## config.mk

```make
export PLATFORM = sky130hd
export DESIGN_NAME = pipe_hazard_ctl_flat
export DESIGN_NICKNAME = d
export VERILOG_FILES = /design/src/rtl/pipe_hazard_ctl_if.sv /design/src/rtl/pipe_hazard_ctl.sv /design/src/flat_wrapper.sv
export SDC_FILE = /design/constraint.sdc
export NUM_CORES = 1
export LEC_CHECK = 0
export CAP_MARGIN = 10
export CORE_MARGIN = 3
export CORE_UTILIZATION = 47
export CTS_BUF_LIST = sky130_fd_sc_hd__clkbuf_4 sky130_fd_sc_hd__clkbuf_8
export CTS_CLUSTER_SIZE = 16
export DETAILED_ROUTE_END_ITERATION = 6
export PLACE_DENSITY = 0.82
export SYNTH_ARGS = -nofsm -noshare
export SYNTH_HDL_FRONTEND = slang
export SYNTH_SLANG_ARGS = --single-unit
```

## constraint.sdc

```tcl
create_clock -name clk -period 3.3 [get_ports clk]
set_clock_uncertainty 0.15 [all_clocks]
set_input_delay 0.825 -clock clk [delete_from_list [all_inputs] [get_ports clk]]
set_output_delay 0.825 -clock clk [all_outputs]
set_load 0.01 [all_outputs]
```

## src/rtl/pipe_hazard_ctl_if.sv

```systemverilog
// Pipeline hazard bus: the ID/EX hazard inputs and the per-register hold/bubble controls.
// The hazard controller uses the slave modport and the pipeline uses the master modport.
interface pipe_hazard_ctl_if;
    logic [0:4] id_rs1;
    logic [0:4] id_rs2;
    logic       id_use_rs1;
    logic       id_use_rs2;
    logic [0:4] ex_dest;
    logic       ex_reg_write;
    logic       ex_mem_to_reg;
    logic       ex_mul;
    logic       ex_branch_taken;
    logic       ex_leap;
    logic       mem_wait;

    logic       pc_stall;
    logic       ifid_stall;
    logic       ifid_flush;
    logic       idex_stall;
    logic       idex_flush;
    logic       exmem_stall;
    logic       exmem_flush;
    logic       memwb_flush;
    logic [0:1] state;
    logic       mem_err;

    modport master (
        output id_rs1, id_rs2, id_use_rs1, id_use_rs2, ex_dest, ex_reg_write,
               ex_mem_to_reg, ex_mul, ex_branch_taken, ex_leap, mem_wait,
        input  pc_stall, ifid_stall, ifid_flush, idex_stall, idex_flush,
               exmem_stall, exmem_flush, memwb_flush, state, mem_err
    );

    modport slave (
        input  id_rs1, id_rs2, id_use_rs1, id_use_rs2, ex_dest, ex_reg_write,
               ex_mem_to_reg, ex_mul, ex_branch_taken, ex_leap, mem_wait,
        output pc_stall, ifid_stall, ifid_flush, idex_stall, idex_flush,
               exmem_stall, exmem_flush, memwb_flush, state, mem_err
    );
endinterface

```

## src/rtl/pipe_hazard_ctl.sv

```systemverilog
// Central stall/flush sequencer for the five-stage pipeline: one prioritized decision
// (mem_wait, multiply, redirect, load-use) drives every hold/bubble control.
module pipe_hazard_ctl #(
    parameter int MUL_LAT     = 4,
    parameter int MEM_TIMEOUT = 64
) (
    input logic             clk,
    input logic             reset,
    pipe_hazard_ctl_if.slave hz
);
    typedef enum logic [1:0] {
        RUN      = 2'd0,
        MUL_WAIT = 2'd1,
        MEM_WAIT = 2'd2
    } state_t;

    localparam logic [3:0] MUL_LOAD = 4'(MUL_LAT - 2);
    localparam logic [7:0] TIMEOUT  = 8'(MEM_TIMEOUT);

    state_t     st, st_next, eff;
    logic [3:0] mcnt, mcnt_next;
    logic [7:0] wcnt, wcnt_next, wcnt_inc;
    logic       mul_active, mul_active_next;
    logic       err_q, err_next;
    logic       load_use, redirect;
    logic       pc_stall_c, ifid_stall_c, ifid_flush_c, idex_stall_c, idex_flush_c;
    logic       exmem_stall_c, exmem_flush_c, memwb_flush_c;

    assign load_use = hz.ex_mem_to_reg && hz.ex_reg_write && (hz.ex_dest != '0) &&
                      ((hz.id_use_rs1 && (hz.id_rs1 == hz.ex_dest)) ||
                       (hz.id_use_rs2 && (hz.id_rs2 == hz.ex_dest)));
    assign redirect = hz.ex_branch_taken || hz.ex_leap;
    assign wcnt_inc = (wcnt == 8'hFF) ? wcnt : wcnt + 8'd1;

    always_comb begin
        pc_stall_c      = 1'b0;
        ifid_stall_c    = 1'b0;
        ifid_flush_c    = 1'b0;
        idex_stall_c    = 1'b0;
        idex_flush_c    = 1'b0;
        exmem_stall_c   = 1'b0;
        exmem_flush_c   = 1'b0;
        memwb_flush_c   = 1'b0;
        st_next         = st;
        mcnt_next       = mcnt;
        wcnt_next       = wcnt;
        mul_active_next = mul_active;
        err_next        = err_q;

        // Leaving MEM_WAIT behaves exactly like the state the wait interrupted.
        eff = st;
        if (st == MEM_WAIT) begin
            eff = ((mcnt != 4'd0) || mul_active) ? MUL_WAIT : RUN;
        end

        if (hz.mem_wait) begin
            pc_stall_c    = 1'b1;
            ifid_stall_c  = 1'b1;
            idex_stall_c  = 1'b1;
            exmem_stall_c = 1'b1;
            memwb_flush_c = 1'b1;
            st_next       = MEM_WAIT;
            wcnt_next     = wcnt_inc;
            if (wcnt_inc >= TIMEOUT) begin
                err_next = 1'b1;
            end
        end else begin
            wcnt_next = 8'd0;
            if (eff == MUL_WAIT) begin
                if (mcnt != 4'd0) begin
                    pc_stall_c    = 1'b1;
                    ifid_stall_c  = 1'b1;
                    idex_stall_c  = 1'b1;
                    exmem_flush_c = 1'b1;
                    mcnt_next     = mcnt - 4'd1;
                    st_next       = MUL_WAIT;
                end else begin
                    st_next         = RUN;
                    mul_active_next = 1'b0;
                end
            end else begin
                st_next = RUN;
                if (hz.ex_mul) begin
                    pc_stall_c      = 1'b1;
                    ifid_stall_c    = 1'b1;
                    idex_stall_c    = 1'b1;
                    exmem_flush_c   = 1'b1;
                    mcnt_next       = MUL_LOAD;
                    mul_active_next = 1'b1;
                    st_next         = MUL_WAIT;
                end else if (redirect) begin
                    ifid_flush_c = 1'b1;
                    idex_flush_c = 1'b1;
                end else if (load_use) begin
                    pc_stall_c   = 1'b1;
                    ifid_stall_c = 1'b1;
                    idex_flush_c = 1'b1;
                end
            end
        end
    end

    always_ff @(posedge clk or posedge reset) begin
        if (reset) begin
            st         <= RUN;
            mcnt       <= 4'd0;
            wcnt       <= 8'd0;
            mul_active <= 1'b0;
            err_q      <= 1'b0;
        end else begin
            st         <= st_next;
            mcnt       <= mcnt_next;
            wcnt       <= wcnt_next;
            mul_active <= mul_active_next;
            err_q      <= err_next;
        end
    end

    // Controls are forced quiet while reset is held, whatever the inputs say.
    assign hz.pc_stall    = pc_stall_c    & ~reset;
    assign hz.ifid_stall  = ifid_stall_c  & ~reset;
    assign hz.ifid_flush  = ifid_flush_c  & ~reset;
    assign hz.idex_stall  = idex_stall_c  & ~reset;
    assign hz.idex_flush  = idex_flush_c  & ~reset;
    assign hz.exmem_stall = exmem_stall_c & ~reset;
    assign hz.exmem_flush = exmem_flush_c & ~reset;
    assign hz.memwb_flush = memwb_flush_c & ~reset;
    assign hz.state       = st;
    assign hz.mem_err     = err_q;
endmodule

```

## src/flat_wrapper.sv

```systemverilog
// flat-port wrapper written by rule: the top's interface ports become plain ports
module pipe_hazard_ctl_flat 
#(
    parameter int MUL_LAT     = 4,
    parameter int MEM_TIMEOUT = 64
)
  (clk, reset, hz_id_rs1, hz_id_rs2, hz_id_use_rs1, hz_id_use_rs2, hz_ex_dest, hz_ex_reg_write, hz_ex_mem_to_reg, hz_ex_mul, hz_ex_branch_taken, hz_ex_leap, hz_mem_wait, hz_pc_stall, hz_ifid_stall, hz_ifid_flush, hz_idex_stall, hz_idex_flush, hz_exmem_stall, hz_exmem_flush, hz_memwb_flush, hz_state, hz_mem_err);
  pipe_hazard_ctl_if hz_i ();
  input logic clk;
  input logic reset;
  input wire logic [$bits(hz_i.id_rs1)-1:0] hz_id_rs1;
  input wire logic [$bits(hz_i.id_rs2)-1:0] hz_id_rs2;
  input wire logic [$bits(hz_i.id_use_rs1)-1:0] hz_id_use_rs1;
  input wire logic [$bits(hz_i.id_use_rs2)-1:0] hz_id_use_rs2;
  input wire logic [$bits(hz_i.ex_dest)-1:0] hz_ex_dest;
  input wire logic [$bits(hz_i.ex_reg_write)-1:0] hz_ex_reg_write;
  input wire logic [$bits(hz_i.ex_mem_to_reg)-1:0] hz_ex_mem_to_reg;
  input wire logic [$bits(hz_i.ex_mul)-1:0] hz_ex_mul;
  input wire logic [$bits(hz_i.ex_branch_taken)-1:0] hz_ex_branch_taken;
  input wire logic [$bits(hz_i.ex_leap)-1:0] hz_ex_leap;
  input wire logic [$bits(hz_i.mem_wait)-1:0] hz_mem_wait;
  output wire logic [$bits(hz_i.pc_stall)-1:0] hz_pc_stall;
  output wire logic [$bits(hz_i.ifid_stall)-1:0] hz_ifid_stall;
  output wire logic [$bits(hz_i.ifid_flush)-1:0] hz_ifid_flush;
  output wire logic [$bits(hz_i.idex_stall)-1:0] hz_idex_stall;
  output wire logic [$bits(hz_i.idex_flush)-1:0] hz_idex_flush;
  output wire logic [$bits(hz_i.exmem_stall)-1:0] hz_exmem_stall;
  output wire logic [$bits(hz_i.exmem_flush)-1:0] hz_exmem_flush;
  output wire logic [$bits(hz_i.memwb_flush)-1:0] hz_memwb_flush;
  output wire logic [$bits(hz_i.state)-1:0] hz_state;
  output wire logic [$bits(hz_i.mem_err)-1:0] hz_mem_err;
  assign hz_i.id_rs1 = hz_id_rs1;
  assign hz_i.id_rs2 = hz_id_rs2;
  assign hz_i.id_use_rs1 = hz_id_use_rs1;
  assign hz_i.id_use_rs2 = hz_id_use_rs2;
  assign hz_i.ex_dest = hz_ex_dest;
  assign hz_i.ex_reg_write = hz_ex_reg_write;
  assign hz_i.ex_mem_to_reg = hz_ex_mem_to_reg;
  assign hz_i.ex_mul = hz_ex_mul;
  assign hz_i.ex_branch_taken = hz_ex_branch_taken;
  assign hz_i.ex_leap = hz_ex_leap;
  assign hz_i.mem_wait = hz_mem_wait;
  assign hz_pc_stall = hz_i.pc_stall;
  assign hz_ifid_stall = hz_i.ifid_stall;
  assign hz_ifid_flush = hz_i.ifid_flush;
  assign hz_idex_stall = hz_i.idex_stall;
  assign hz_idex_flush = hz_i.idex_flush;
  assign hz_exmem_stall = hz_i.exmem_stall;
  assign hz_exmem_flush = hz_i.exmem_flush;
  assign hz_memwb_flush = hz_i.memwb_flush;
  assign hz_state = hz_i.state;
  assign hz_mem_err = hz_i.mem_err;
  pipe_hazard_ctl #(.MUL_LAT(MUL_LAT), .MEM_TIMEOUT(MEM_TIMEOUT)) u_core (.clk(clk), .reset(reset), .hz(hz_i));
endmodule
```

## Word-level counts from Yosys, hierarchy flattened

Index checks and enable logic that the tools add are counted.

| cells by class | value |
|---|---|
| magnitude comparators | 1 |
| divide/modulo/power cells | 0 |
| $mul | 0 |
| equal/unequal tests | 7 |
| shift-type cells | 0 |
| muxes and demuxes | 33 |
| reductions and logical operators | 14 |
| $add $sub $neg | 2 |
| bitwise logic cells | 8 |

Operators with widths:

| cell | count |
|---|---|
| 2-to-1 mux 1 bit | 25 |
| 2-to-1 mux 8 bit | 2 |
| 2-to-1 mux 4 bit | 3 |
| == test 5 bit | 2 |
| adder 8 x 1 -> 8 bit, second input constant | 1 |
| == test 8 bit, second input constant | 1 |
| >= comparator 8 x 7 -> 1 bit, second input constant | 1 |
| AND 1 bit | 6 |
| 2-to-1 mux 2 bit | 3 |
| AND reduction 3 bit | 2 |
| logical AND 1 bit | 5 |
| nonzero test 5 bit | 1 |
| nonzero test 4 bit | 1 |
| subtractor 4 x 1 -> 4 bit, second input constant | 1 |
| logical OR 1 bit | 3 |
| == test 2 x 1 -> 1 bit, second input constant | 1 |
| == test 2 bit, second input constant | 1 |
| != test 2 x 1 -> 1 bit, second input constant | 1 |
| != test 2 bit, second input constant | 1 |
| inverter 1 bit | 2 |
| AND reduction 2 bit | 1 |
| nonzero test 2 bit | 1 |

| word-level totals | value |
|---|---|
| memories kept | 0 |
| bits in writable memories | 0 |
| logic and storage cells | 70 |
| bits in registers | 16 |
| bits in read-only memories | 0 |
| latch bits | 0 |
| output and inout bits | 11 |

## Longest topological paths before layout

| depth | value |
|---|---|
| word-level depth | 10 |
| gate-level depth with buffers | 7 |
| depth with buffers taken out | 6 |

## Least setup slack after synthesis

OpenSTA, ideal clock, no wires.

| timing | value |
|---|---|
| path type | input port to output port |
| start | input reset |
| end | output hz_pc_stall |
| data required time | 2.325 ns |
| stages on the path | 5 |
| setup slack | 0.188 ns |
| data arrival time | 2.137 ns |
| path through | inv_1 o21ai_0 a211oi_1 o21bai_1 buf_4 |

| between the ends | value |
|---|---|
| cells in the longest elaborated chain, start to end | 2 |

RTL lines:

| element | RTL line | RTL |
|---|---|---|
| start, declared | flat_wrapper.sv:10 | `input logic reset;` |
| inverter 1 bit | -- |  |
| AND 1 bit | -- |  |
| end, declared | flat_wrapper.sv:22 | `output wire logic [$bits(hz_i.pc_stall)-1:0] hz_pc_stall;` |

Every way passes these cells.

## Worst setup path in the final report

| timing | value |
|---|---|
| start | input hz_ex_dest[3] |
| end | output hz_pc_stall |

| between the ends | value |
|---|---|
| cells in the longest elaborated chain, start to end | 10 |
| elaborated cells on any way between the ends | 14 |
| those cells by class | eq/ne: 2; mux: 5; bitwise: 1; reduce/logical: 6 |

RTL lines:

| element | RTL line | RTL |
|---|---|---|
| start, declared | flat_wrapper.sv:15 | `input wire logic [$bits(hz_i.ex_dest)-1:0] hz_ex_dest;` |
| == test 5 bit (on tied branches) | pipe_hazard_ctl.sv:30, pipe_hazard_ctl.sv:31 |  |
| logical AND 1 bit (on tied branches) | pipe_hazard_ctl.sv:30, pipe_hazard_ctl.sv:31 |  |
| logical OR 1 bit | pipe_hazard_ctl.sv:30 | `((hz.id_use_rs1 && (hz.id_rs1 == hz.ex_dest)) \|\|` |
| logical AND 1 bit (*) | pipe_hazard_ctl.sv:29 | `assign load_use = hz.ex_mem_to_reg && hz.ex_reg_write && (hz.ex_dest != '0) &&` |
| 2-to-1 mux 1 bit (*) | pipe_hazard_ctl.sv:94 | `end else if (load_use) begin` |
| 2-to-1 mux 1 bit (*) | pipe_hazard_ctl.sv:91 | `end else if (redirect) begin` |
| 2-to-1 mux 1 bit (*) | pipe_hazard_ctl.sv:83 | `if (hz.ex_mul) begin` |
| 2-to-1 mux 1 bit (*) | pipe_hazard_ctl.sv:69 | `if (eff == MUL_WAIT) begin` |
| 2-to-1 mux 1 bit (*) | pipe_hazard_ctl.sv:56 | `if (hz.mem_wait) begin` |
| AND 1 bit (*) | pipe_hazard_ctl.sv:120 | `assign hz.pc_stall = pc_stall_c & ~reset;` |

Mark *: on every way between the ends. The rest lies on a longest branch, timed or not.

==> flow_summary_export.csv <==
group,metric,value,unit
run_status,status,"finished clean",
worst_setup_path,cp.depth,6,
route,ant_nets,0,
grt,grt_usage,23.1,%
route,via_per_inst,5.74,
synthesis,synth_top_cell_area_share,36.5,%
clocking,clockBufferDepth,2,
min_path,hold_path_class,"flop to flop",
placement,post-place-ws,-0.642,ns
floorplan,core-area,0.00208,mm²
route,post_drt_wl_per_cell,15.9,µm
worst_setup_path,crit_buf_inv,2,
timing,layout_min_cycle_time,3.23,ns
power,power_frac_seq,39.1,%
synthesis,ys_warn_count,0,
placement,place.gp.congestion,0.784,
grt,grt_max_degree,17,
timing,holdWs,0.346,ns
finish,fin_area,0.00162,mm²
route,routed_wl,3080,µm
finish,fin_cells,194,
placement,post-place-cells,190,
worst_setup_path,path_cells,"dlygate4sd2_1 > or4_1 > o211ai_1 > or4b_4 > o21bai_1 > buf_2",
worst_setup_path,cpPeakStageDelay,0.52,ns
finish,nFillCells,161,
power,clkPwrFrac,18.4,%
timing,max_freq,309,MHz
synthesis,syn_avg_cell_area,9.46,µm²
synthesis,seq_area_frac_synth,36.5,%
power,powerDensity,427,mW/mm²
run,drv_cap,0,
floorplan,row_count,16,
floorplan,die_height,54.3,µm
worst_setup_path,rr_worst_depth,8,
placement,place_area,0.00158,mm²
min_path,holdPathStages,1,
synthesis,ys_async_sr_fraction,100,%
worst_setup_path,path_max_fanout,3,
power,p_leak,0.000727,µW
grt,grt_pass1_vias,1086,
worst_setup_path,crit_path_end_kind,"primary output",
floorplan,die_x,54.3,µm
grt,grt_pass1_wl,4850,µm
synthesis,yosys.area.top_type,"dfrtp_1",
clocking,hold_buffers,0,
placement,dp_hpwl,2400,µm
synthesis,synth-edff-count,0,
floorplan,dieArea,0.00295,mm²
power,p_switching,234,µW
clocking,path_clk_slew,0.09,ns
worst_setup_path,path_class,"input pin to primary output",
synthesis,synthesis.area,0.00110,mm²
worst_setup_path,setup.worst_path.start_class,"input pin",
clocking,htreeDepth,1,
finish,final_net_count,195,
route,remaining_drc_errors,0,
worst_setup_path,cpMaxStageDelayCell,"or4_1",
placement,port-buffer-count,35,
finish,antennaDiodeCount,0,
power,combPwrFrac,42.5,%
clocking,cts_buffers,3,
route,drtIter0Drc,14,
timing,relSlewSlack,68.3,%
timing,final-setup-viol-count,0,
synthesis,synth.distinct_cells,41,
route,firstDrtPassIters,4,
clocking,cts_tree,"yes",
clocking,clock_sinks,16,
worst_setup_path,cp.arrival,2.26,ns
timing,worst_pin_slew,0.469,ns
power,power.internal,460,µW
finish,drive_gt1_share,18.6,%
synthesis,synth-main-ff-cell,"dfrtp_1",
worst_setup_path,cp.required,2.32,ns
timing,grt_setup_unrepaired,"false",
power,peakVddDrop,379,µV
clocking,root_buffer,"clkbuf_4",
finish,post-route-util,77.9,%
timing,setup_ws,0.0661,ns
finish,syn_to_final_growth,47.9,%
synthesis,synthCells,116,
floorplan,io_pins,36,
timing,finalCritPeriodShare,98.0,%
grt,antenna_found_initial,0,
timing,hold_viol_final,0,
synthesis,synth-seq-cells,16,
grt,grt-ovfl-total,0,
synthesis,synth_area_leaders,"dfrtp_1 (36%), xor2_1 (6.4%), xnor2_1 (3.2%), a31oi_1 (2.9%), mux2i_1 (2.7%)",
timing,slew_viol_final,0,
synthesis,syn_nets,143,
worst_setup_path,critPathTopFamily,"simple AND/OR/NAND/NOR gates",
floorplan,start_util,52.7,%
clocking,postCtsSetupBuffers,0,
clocking,clock_latency,0.29,ns
power,p_sw_share,33.7,%
route,vias,1113,
==> power groups by stage <==
stage | Combinational, µW | Sequential [µW] | Clock (µW)
after detailed placement | 291 | 266 | 0
after CTS | 289 | 264 | 130
after global routing | 322 | 278 | 137
after global placement | 277 | 264 | 0
final | 295 | 271 | 128
after floorplan | 156 | 259 | 0
==> through the flow <==
step | total power [µW] | setup TNS, ns
finish | 694 | 0
floorplan | 415 | 0
detailed placement | 557 | -2.20
global placement | 542 | -2.04
global route | 737 | 0
CTS | 683 | -0.155
==> per-layer routing <==
layer	track usage (%)	up-vias	part of all wire, %	wire (µm)
met5	0	-	0	0
met4	14.9	0	4.7	146
met3	4.36	17	5.9	182
met2	39.4	43	50	1530
met1	26.2	509	40	1220
li1	-	544	-	-
==> synthesized netlist by cell type, drive strengths merged (3+ instances only) <==
cell type	n
a211oi	3
a31oi	5
buf	4
dfrtp	16
inv	5
mux2i	3
nand2	7
nand2b	3
nand3	3
nor2	7
nor3	3
nor4	4
nor4b	3
o21ai	6
o21bai	3
or4	4
xnor2	4
xor2	8
==> worst reg2reg max path: cells and delay by family, from the launching register on <==
kind                     cells  cell delay (ns)
buffers and inverters        3             0.44
multiplexers                 1             0.30
flip-flops                   1             0.39
AND/OR/NAND/NOR              2             0.45
AO/OA/AOI/OAI                1             0.30
adder cells (fa/ha/maj)      1             0.21
==> cells in the final DEF (no fill, tap or decap), types with 2 or more instances in the layout <==
cell type        netlist  layout
clkdlybuf4s50_1        0      22
buf_4                  2      16
dfrtp_1               16      16
xor2_1                 8       8
nand2_1                7       7
nor2_1                 7       7
dlygate4sd2_1          0       7
inv_1                  5       5
a31oi_1                5       5
o21ai_0                5       5
xnor2_1                4       4
nor4_1                 4       4
or4_1                  4       4
nand2b_1               3       3
mux2i_1                3       3
nand3_1                3       3
o21bai_1               3       3
clkbuf_4               0       3
dlymetal6s2s_1         0       3
buf_2                  2       3
nor2b_1                2       2
nor4b_1                3       2
nor3_1                 2       2
and3_1                 2       2
a211oi_1               3       2
a21oi_1                2       2
o211ai_1               2       2
ha_1                   2       2
==> logic make-up after synthesis <==
| logic type | after synthesis | synth area share (%) |
|---|---|---|
| and+or+nand+nor | 45 | 24.9 |
| AOI/OAI and AO/OA | 28 | 18.7 |
| DFF | 16 | 36.5 |
| xor gates and xnor gates | 12 | 9.58 |
| buffers and inverters | 9 | 3.99 |
| muxes | 4 | 4.10 |
| adders and majority gates | 2 | 2.28 |
==> layout make-up <==
type                    count  area (µm²)  share of cell area, %
clock buffers               4        36.3                   2.24
multi-input cells          91         679                   41.9
well taps                  27        33.8                   2.08
repair buffers             51         454                   28.0
flip-flops and latches     16         400                   24.7
inverters                   5        18.8                   1.16
==> registers in the layout (all words and copies together), names as in the netlist <==
signal	count
u_core.wcnt	8
u_core.mcnt	4
u_core.hz.state	2
u_core.hz.mem_err	1
u_core.mul_active	1
==> what timing repair did <==
| item | in CTS | in global routing |
|---|---|---|
| pin swaps | 4 | 1 |
| gates resized for setup | 22 | 5 |
| cloned | 0 | 0 |
| endpoints found under the setup margin | 6 | 4 |
==> path summary, 6_finish.rpt <==
path,startpoint,slack [ns],end
setup / recovery,hz_ex_dest[3],0.07,hz_pc_stall
setup reg to reg,u_core.mcnt[0],0.97,u_core.mcnt[1]
hold reg to reg,u_core.hz.mem_err,0.35,u_core.hz.mem_err
min in group asynchronous,reset,0.90,u_core.hz.state[0]
max in group asynchronous,reset,1.92,u_core.hz.state[1]
hold / removal,u_core.hz.mem_err,0.35,u_core.hz.mem_err
(Power assumes the default switching activity.)
